`src/rtl/ram_input_loader.sv`:
```
// Unpacks UART bytes LSB-first into single-bit writes of the input image RAM, addresses 0..NUM_BITS-1.
// Optional RAM_INPUT_LOADER_CHECKSUM_EN adds a trailing XOR check byte and the csum_err output.
module ram_input_loader #(
    parameter int ADDR_WIDTH = 10,
    parameter int NUM_BITS   = 784
) (
    input  logic                  clk,
    input  logic                  rst,
    input  logic                  start,
    input  logic [7:0]            rx_data,
    input  logic                  rx_vld,
    output logic                  rx_rdy,
    output logic                  ram_data,
    output logic [ADDR_WIDTH-1:0] ram_addr,
    output logic                  ram_we,
    output logic                  busy,
    output logic                  done
`ifdef RAM_INPUT_LOADER_CHECKSUM_EN
    ,
    output logic                  csum_err
`endif
);

    // One spare bit so the count of written bits can reach NUM_BITS == 2**ADDR_WIDTH.
    localparam int CW = ADDR_WIDTH + 1;
    localparam logic [CW-1:0] LAST_CNT = CW'(NUM_BITS);

    typedef enum logic [2:0] {
        IDLE,
        WAIT_BYTE,
        UNPACK,
`ifdef RAM_INPUT_LOADER_CHECKSUM_EN
        CHECK,
`endif
        FINISH
    } state_t;

    state_t          state;
    state_t          state_next;
    logic [7:0]      sreg;
    logic [2:0]      bit_idx;
    logic [2:0]      bit_nxt;
    logic [CW-1:0]   cnt;
    logic            xfer;
`ifdef RAM_INPUT_LOADER_CHECKSUM_EN
    logic [7:0]      csum;
`endif

    assign xfer    = rx_vld && rx_rdy;
    assign bit_nxt = bit_idx + 3'd1;

    always_ff @(posedge clk) begin
        if (rst) begin
            state <= IDLE;
        end else begin
            state <= state_next;
        end
    end

    always_comb begin
        state_next = state;
        case (state)
            IDLE: begin
                if (start) begin
                    state_next = WAIT_BYTE;
                end
            end
            WAIT_BYTE: begin
                if (xfer) begin
                    state_next = UNPACK;
                end
            end
            UNPACK: begin
                // cnt already counts the bit being written this cycle.
                if (cnt == LAST_CNT) begin
`ifdef RAM_INPUT_LOADER_CHECKSUM_EN
                    state_next = CHECK;
`else
                    state_next = FINISH;
`endif
                end else if (bit_idx == 3'd7) begin
                    state_next = WAIT_BYTE;
                end
            end
`ifdef RAM_INPUT_LOADER_CHECKSUM_EN
            CHECK: begin
                if (xfer) begin
                    state_next = FINISH;
                end
            end
`endif
            FINISH: begin
                state_next = IDLE;
            end
            default: begin
                state_next = IDLE;
            end
        endcase
    end

    always_ff @(posedge clk) begin
        if (rst) begin
            rx_rdy   <= 1'b0;
            ram_data <= 1'b0;
            ram_addr <= '0;
            ram_we   <= 1'b0;
            busy     <= 1'b0;
            done     <= 1'b0;
            sreg     <= '0;
            bit_idx  <= '0;
            cnt      <= '0;
`ifdef RAM_INPUT_LOADER_CHECKSUM_EN
            csum     <= '0;
            csum_err <= 1'b0;
`endif
        end else begin
            ram_we <= 1'b0;
`ifdef RAM_INPUT_LOADER_CHECKSUM_EN
            rx_rdy <= (state_next == WAIT_BYTE) || (state_next == CHECK);
            busy   <= (state_next == WAIT_BYTE) || (state_next == UNPACK) ||
                      (state_next == CHECK);
`else
            rx_rdy <= (state_next == WAIT_BYTE);
            busy   <= (state_next == WAIT_BYTE) || (state_next == UNPACK);
`endif
            case (state)
                IDLE: begin
                    if (start) begin
                        done <= 1'b0;
                        cnt  <= '0;
`ifdef RAM_INPUT_LOADER_CHECKSUM_EN
                        csum     <= '0;
                        csum_err <= 1'b0;
`endif
                    end
                end
                WAIT_BYTE: begin
                    if (xfer) begin
                        sreg     <= rx_data;
                        bit_idx  <= '0;
                        ram_we   <= 1'b1;
                        ram_data <= rx_data[0];
                        ram_addr <= cnt[ADDR_WIDTH-1:0];
                        cnt      <= cnt + 1'b1;
`ifdef RAM_INPUT_LOADER_CHECKSUM_EN
                        csum     <= csum ^ rx_data;
`endif
                    end
                end
                UNPACK: begin
                    if (state_next == UNPACK) begin
                        bit_idx  <= bit_nxt;
                        ram_we   <= 1'b1;
                        ram_data <= sreg[bit_nxt];
                        ram_addr <= cnt[ADDR_WIDTH-1:0];
                        cnt      <= cnt + 1'b1;
                    end
                end
`ifdef RAM_INPUT_LOADER_CHECKSUM_EN
                CHECK: begin
                    // Flag is valid alongside done so the reader sees both together.
                    if (xfer) begin
                        csum_err <= (rx_data != csum);
                    end
                end
`endif
                default: begin
                end
            endcase
            if (state_next == FINISH) begin
                done <= 1'b1;
            end
        end
    end

endmodule

```
`config.mk`:
```
export PLATFORM = sky130hd
export DESIGN_NAME = ram_input_loader
export DESIGN_NICKNAME = d
export VERILOG_FILES = /design/src/rtl/ram_input_loader.sv
export SDC_FILE = /design/constraint.sdc
export NUM_CORES = 1
export LEC_CHECK = 0
export CORE_MARGIN = 4
export CORE_UTILIZATION = 45
export CTS_CLUSTER_DIAMETER = 150
export DETAILED_ROUTE_END_ITERATION = 12
export PLACE_DENSITY = 0.75
export SYNTH_ARGS = -nofsm -noshare
export SYNTH_HDL_FRONTEND = slang
export SYNTH_SLANG_ARGS = --single-unit
export TNS_END_PERCENT = 100
```
`constraint.sdc`:
```
create_clock -name clk -period 2.1 [get_ports clk]
set_input_delay 0.315 -clock clk [delete_from_list [all_inputs] [get_ports clk]]
set_output_delay 0.315 -clock clk [all_outputs]
set_load 0.05 [all_outputs]
```
==> results of run 1 <==
[worst min-delay path by stage]
| stage | startpoint | to | slack [ns] | cells after the start |
|---|---|---|---|---|
| after floorplan | sreg[4] | sreg[4] | 0.45 | 2 |
| after global placement | sreg[4] | sreg[4] | 0.46 | 2 |
| after detailed placement | ram_addr[0] | ram_addr[0] | 0.47 | 2 |
| after CTS | ram_addr[0] | ram_addr[0] | 0.48 | 2 |
| after global routing | ram_addr[6] | ram_addr[6] | 0.50 | 2 |
| final | ram_addr[0] | ram_addr[0] | 0.47 | 2 |
[through the flow]
step	setup WS [ns]	TNS, ns	std cells
floorplan	0.0715	0	220
global placement	0.0728	0	301
detailed placement	-0.00419	-0.00419	301
CTS	0.0207	0	311
global route	0.00574	0	311
finish	0.0778	0	311
[metal layers]
| metal | wire length (um) | track usage | part of all wire |
|---|---|---|---|
| met5 | 0 | 0 | 0 |
| met4 | 77 | 0.0697 | 0.017 |
| met3 | 189 | 0.0289 | 0.042 |
| met2 | 2140 | 0.295 | 0.47 |
| met1 | 2120 | 0.240 | 0.47 |
[repair_timing]
item | CTS | global route
pin swaps | 1 | 2
resized for setup | 0 | 5
hold endpoints to repair | 0 | 0
setup endpoints to repair | 1 | 20
gates cloned | 0 | 0
setup buffers | 2 | 0
[state kept, by name (all words and copies together) (netlist names)]
register	cells
cnt	11
rx_rdy	1
bit_idx	3
state	3
ram_data	1
done	1
sreg	8
busy	1
ram_we	1
ram_addr	10
[cell usage after synthesis, types with 2 or more instances]
cell type,number,share of area
sky130_fd_sc_hd__nor3_1,2,0.0053
sky130_fd_sc_hd__clkbuf_1,13,0.026
sky130_fd_sc_hd__o21ai_0,25,0.066
sky130_fd_sc_hd__buf_2,4,0.011
sky130_fd_sc_hd__nand3_1,15,0.040
sky130_fd_sc_hd__ha_1,4,0.027
sky130_fd_sc_hd__mux4_2,2,0.024
sky130_fd_sc_hd__o31a_1,2,0.0093
sky130_fd_sc_hd__o311ai_0,2,0.0093
sky130_fd_sc_hd__o32ai_1,2,0.0093
sky130_fd_sc_hd__nor4b_1,2,0.0093
sky130_fd_sc_hd__or3_1,4,0.013
sky130_fd_sc_hd__inv_1,8,0.016
sky130_fd_sc_hd__dfxtp_1,40,0.43
sky130_fd_sc_hd__and3_1,4,0.013
sky130_fd_sc_hd__a31oi_1,5,0.017
sky130_fd_sc_hd__nand4_1,4,0.013
sky130_fd_sc_hd__nand2_1,15,0.030
sky130_fd_sc_hd__a21oi_1,26,0.069
sky130_fd_sc_hd__or4_1,2,0.0080
sky130_fd_sc_hd__nand4b_1,2,0.0093
sky130_fd_sc_hd__a211oi_1,3,0.012
sky130_fd_sc_hd__nor2_1,7,0.014
sky130_fd_sc_hd__a311oi_1,7,0.033
[area by class of cell]
cell class	count	area, um^2	area share
Inverter	8	30.0	0.0124
Tap cell	50	62.6	0.0258
Multi-Input combinational cell	154	987	0.408
Clock buffer	7	86.3	0.0356
Sequential cell	40	801	0.331
Clock inverter	1	7.51	0.00310
Timing Repair Buffer	51	448	0.185
[tightest hold or removal path: cells and delay by family, from the launching register on]
kind / cells / cell delay, ns
DFF: 1 / 0.31
AOI/OAI and AO/OA: 2 / 0.12
[power groups by stage]
stage	clock network [mW]	logic (mW)	registers [mW]
finish	0.532	0.0761	0.763
global route	0.559	0.0821	0.763
CTS	0.537	0.0741	0.763
detailed placement	0	0.0740	0.781
global placement	0	0.0739	0.781
floorplan	0	0.0322	0.784
[logic make-up after synthesis]
group	count (synthesis)
multiplexers	4
flip-flops	40
AO/OA/AOI/OAI	78
AND/OR/NAND/NOR	66
XOR/XNOR	1
buffers and inverters	26
other	1
adder cells (fa/ha/maj)	4
==> qor.yml, run 1 <==
setup_path:
  crit_path_end_kind: "flip-flop"
  critical_path.reg2reg.endpoint: "cnt[8]"
  setup.worst_path.class: "flip-flop to flip-flop"
  critical_path.reg2reg.startpoint: "bit_idx[0]"
  crit_fanout: 4
  worstSetupEndpoint: "cnt[8]"
  critical_path.startpoint: "bit_idx[0]"
  cp_slowest_stage_delay_ns: 0.40
  minimum_setup_slack_among_reg_to_reg_paths_ns: 0.08
  path_depth: 6
  critPathSlowestCell: "sky130_fd_sc_hd__or3b_4"
  start_kind: "flip-flop"
  crit_buf_inv: 0
  crit_required_ns: 2.31
  critical-path-top-delay-family: "simple AND/OR/NAND/NOR gates"
  r2r_cells: 6
  cell_by_cell_trace_of_the_critical_path: "ha_1 -> ha_2 -> or3b_4 -> a21o_1 -> or3_1 -> a221oi_2"
  critical_path_arrival_ns: 2.23
floorplanning:
  die-height_um: 72.7
  floorplan.rows: 23
  core-area_mm2: 0.00403
  start_util: 0.467
  die_width_um: 72.7
  die-area_mm2: 0.00528
  io_pins: 27
synthesis:
  seq_total_area_yosys: 0.425
  number_of_synthesized_flops_with_an_enable_pin: 0
  postSynth.asyncResetShare: 0
  syn_area_per_cell_um2: 8.56
  mappedNetlistNets: 236
  post_synth_xor_area_fraction: 0.00465
  synth_warn: 0
  mappedNetlistArea_mm2: 0.00188
  synth_cell_types: 44
  synthesis_stage_register_bit_count: 40
  muxShareOfSynthArea: 0.0352
  mapped_cells: 220
  yosys.area_share.simple: 0.197
  prevailing_post_synth_register_cell: "sky130_fd_sc_hd__dfxtp_1"
  synth-compound-area-share: 0.253
  synth_fa_ha_area_frac: 0.0266
  combinational_family_with_the_most_area_after_synthesis: "compound AO/OA/AOI/OAI gates"
global_routing:
  grt_pass1_wl_um: 7570
  via_count_of_the_first_global_routing_pass: 1700
  grt_remaining_overflow: 0
  largest_net_degree_at_the_start_of_global_routing: 25
  groute.usage.overall: 0.181
  grt_antenna_before_repair: 0
layout:
  finish.instance_area_mm2: 0.00242
  n_antenna_cell: 0
  drive_gt1_frac: 0.157
  most_frequent_standard_cell_in_the_layout_excluding_fill_and_tap_cells: "sky130_fd_sc_hd__dfxtp_1"
  final_cell_mix: "sky130_fd_sc_hd__dfxtp_1 (40), sky130_fd_sc_hd__a21oi_1 (26), sky130_fd_sc_hd__clkdlybuf4s50_1 (26)"
  synth_to_final_area_change_pct: 28.6
  layout.filler_cells: 370
  finalNetCount: 276
  final_util: 0.601
route:
  detail_route.wirelength_um: 4530
  routed_wire_length_per_instance_um: 14.6
  drt_iter0_markers: 185
  drc_violations_left: 0
  first_pass_drt_iterations: 4
  via_count: 1822
  antenna_violating_nets_post_route: 0
  route.detailed.vias_per_inst: 5.86
sta:
  slew_violations: 0
  fin_skew_ns: 0.00357
  max-slew-margin-rel: 0.631
  timing.hold.ws_ns: 0.475
  finalSetupViolations: 0
  fmax_ghz: 0.495
  grt_setup_unrepaired: "false"
  tightest_slew_ns: 0.552
  final_period_minus_worst_setup_slack_ns: 2.02
  timing.final.hold_violations: 0
  final.period_utilization: 0.963
clock_tree:
  tritoncts: "built"
  root_buffer: "sky130_fd_sc_hd__clkbuf_8"
  cts_buffer_depth: 2
  h_tree_lvls: 2
  cts_made_buffers: 5
  clk-insertion-delay-late_ns: 0.29
  clkSinkCount: 40
  cts-hold-fix-buffers: 0
  clkTransAtPathRegs_ns: 0.07
power:
  switchingPower_uw: 308
  ir_worst_vdd_uv: 374
  total_power_mw: 1.37
  cell_internal_pwr_mw: 1.06
  switching_part_of_the_total_power: 0.224
  cell_area_power_density_mw_per_mm2: 566
  seq_power_share: 0.556
  leakage_power_total_nw: 0.818
  pwr-share-comb: 0.055
  power.clock.fraction: 0.388
placed_design:
  placed_area_mm2: 0.00230
  io_buffer_count: 26
  detailed_place_hpwl_um: 3200
  routabilityCongestion: 0.881
job:
  maxCapViolations: 0
min_path:
  hold_path.class: "flip-flop to flip-flop"
status:
  status: "finished, final reports clean"
Note: power is estimated with default switching activity, not from simulation.
==> run 2, diff against run 1 <==
--- a/config.mk
+++ b/config.mk
@@ -5,7 +5,6 @@
 export SDC_FILE = /design/constraint.sdc
 export NUM_CORES = 1
 export LEC_CHECK = 0
-export CORE_MARGIN = 4
 export CORE_UTILIZATION = 45
 export CTS_CLUSTER_DIAMETER = 150
 export DETAILED_ROUTE_END_ITERATION = 12
==> qor.yml, run 2 (synthesized netlist as in run 1, its figures left out) <==
setup_path:
  critPathSlowestCell: "sky130_fd_sc_hd__or3b_4"
  crit_buf_inv: 0
  cell_by_cell_trace_of_the_critical_path: "ha_1 -> ha_2 -> or3b_4 -> a21o_4 -> or3_4 -> a221oi_2"
  critical-path-top-delay-family: "simple AND/OR/NAND/NOR gates"
  start_kind: "flip-flop"
  path_depth: 6
  critical_path_arrival_ns: 2.24
  critical_path.reg2reg.endpoint: "cnt[8]"
  r2r_cells: 6
  crit_fanout: 5
  cp_slowest_stage_delay_ns: 0.40
  minimum_setup_slack_among_reg_to_reg_paths_ns: 0.08
  critical_path.reg2reg.startpoint: "bit_idx[0]"
  setup.worst_path.class: "flip-flop to flip-flop"
  crit_path_end_kind: "flip-flop"
  crit_required_ns: 2.32
power:
  leakage_power_total_nw: 0.775
  ir_worst_vdd_uv: 399
  total_power_mw: 1.33
  cell_area_power_density_mw_per_mm2: 561
placed_design:
  place_worst_setup_slack_ns: 0.0182
  detailed_place_hpwl_um: 3030
  io_buffer_count: 26
  place.detailed.instances: 294
  routabilityCongestion: 0.778
route:
  routed_wire_length_per_instance_um: 14.8
  drt_iter0_markers: 133
  first_pass_drt_iterations: 4
  detail_route.wirelength_um: 4470
  antenna_violating_nets_post_route: 0
  route.detailed.vias_per_inst: 5.85
  via_count: 1768
  drc_violations_left: 0
layout:
  final_cell_mix: "sky130_fd_sc_hd__dfxtp_1 (40), sky130_fd_sc_hd__clkdlybuf4s50_1 (26), sky130_fd_sc_hd__o21ai_0 (25), sky130_fd_sc_hd__a21oi_1 (25)"
  largest_register_ffs: 11
  largest_registers: "cnt: 11 flops, ram_addr: 10 flops, sreg: 8 flops"
  finalNetCount: 268
  most_frequent_standard_cell_in_the_layout_excluding_fill_and_tap_cells: "sky130_fd_sc_hd__dfxtp_1"
  drive_gt1_frac: 0.139
  synth_to_final_area_change_pct: 25.5
  top_register: "cnt"
  stdcell_count: 302
  n_antenna_cell: 0
sta:
  finalWorstSetupSlack_ns: 0.0765
  slew_violations: 0
  fin_skew_ns: 0.0109
  final.period_utilization: 0.964
  timing.final.hold_violations: 0
  final_period_minus_worst_setup_slack_ns: 2.02
  timing.hold.ws_ns: 0.473
  fmax_ghz: 0.494
  finalSetupViolations: 0
  tightest_slew_ns: 0.575
  max-slew-margin-rel: 0.616
global_routing:
  grt_antenna_before_repair: 0
  grt_pass1_wl_um: 7090
  largest_net_degree_at_the_start_of_global_routing: 33
  via_count_of_the_first_global_routing_pass: 1533
  groute.usage.overall: 0.213
  grt_remaining_overflow: 0
floorplanning:
  start_util: 0.471
  die-height_um: 66.7
  die_width_um: 66.7
  die-area_mm2: 0.00445
  floorplan.rows: 23
  core-area_mm2: 0.00400
  io_pins: 27
min_path:
  hold_path.class: "flip-flop to flip-flop"
  worst_hold_path.num_cells: 2
  whs_endpoint: "ram_addr[9]"
  hold_path.startpoint: "ram_addr[9]"
clock_tree:
  tritoncts: "built"
  h_tree_lvls: 2
  cts_buffer_depth: 2
  clkTransAtPathRegs_ns: 0.08
  cts_setup_buffers: 0
  clk-insertion-delay-late_ns: 0.30
  cts_made_buffers: 5
  root_buffer: "sky130_fd_sc_hd__clkbuf_8"
  clkSinkCount: 40
status:
  status: "finished, final reports clean"
job:
  maxCapViolations: 0
## run 2: report_power, final
| group | internal [mW] | leakage (nW) | switching [mW] |
|---|---|---|---|
| clock | 0.226 | 0.0410 | 0.263 |
| combinational | 0.0342 | 0.412 | 0.0396 |
| sequential | 0.761 | 0.323 | 0.00312 |
| total | 1.02 | 0.775 | 0.305 |
## run 2: worst register-to-register path: stages (launching register included)
cell and delay (ns):
sky130_fd_sc_hd__dfxtp_1 0.31, sky130_fd_sc_hd__ha_1 0.19, sky130_fd_sc_hd__ha_2 0.17, sky130_fd_sc_hd__or3b_4 0.40, sky130_fd_sc_hd__a21o_4 0.25, sky130_fd_sc_hd__or3_4 0.39
sky130_fd_sc_hd__a221oi_2 0.23
## run 2: layout make-up
class	instances	area [um^2]
Fill cell	358	1640
Multi-Input combinational cell	154	1000
Sequential cell	40	801
Timing Repair Buffer	43	389
Clock buffer	6	72.6
Tap cell	50	62.6
Inverter	8	30.0
Clock inverter	1	5.00
## run 2: timing repair
| action | CTS | global route |
|---|---|---|
| cloned | 0 | 1 |
| setup endpoints to repair | 1 | 13 |
| pin swaps | 1 | 3 |
| hold buffers | 0 | 0 |
| resized for setup | 0 | 8 |
## run 2: worst max-delay path by stage
stage | from | to
after floorplan | bit_idx[0] | cnt[8]
after global placement | bit_idx[0] | cnt[8]
after detailed placement | bit_idx[0] | cnt[8]
after CTS | bit_idx[0] | cnt[8]
after global routing | bit_idx[0] | cnt[8]
final | bit_idx[0] | cnt[8]
## run 2: per-stage QoR
step            util  cell area [um^2]  setup TNS, ns
6_report       0.591              2360              0
5_1_grt        0.591              2360        -0.0111
4_1_cts        0.582              2330              0
3_5_place_dp   0.562              2250              0
3_3_place_gp   0.562              2250              0
2_1_floorplan      -              1880              0
## run 2: routing by layer
metal  GRT usage  vias to the layer above  part of all wire
met1       0.286                      820              0.46
met4      0.0718                        0             0.023
met2       0.330                       56              0.46
met5           0                        -                 0
met3      0.0548                       12             0.058
li1            -                      880                 -
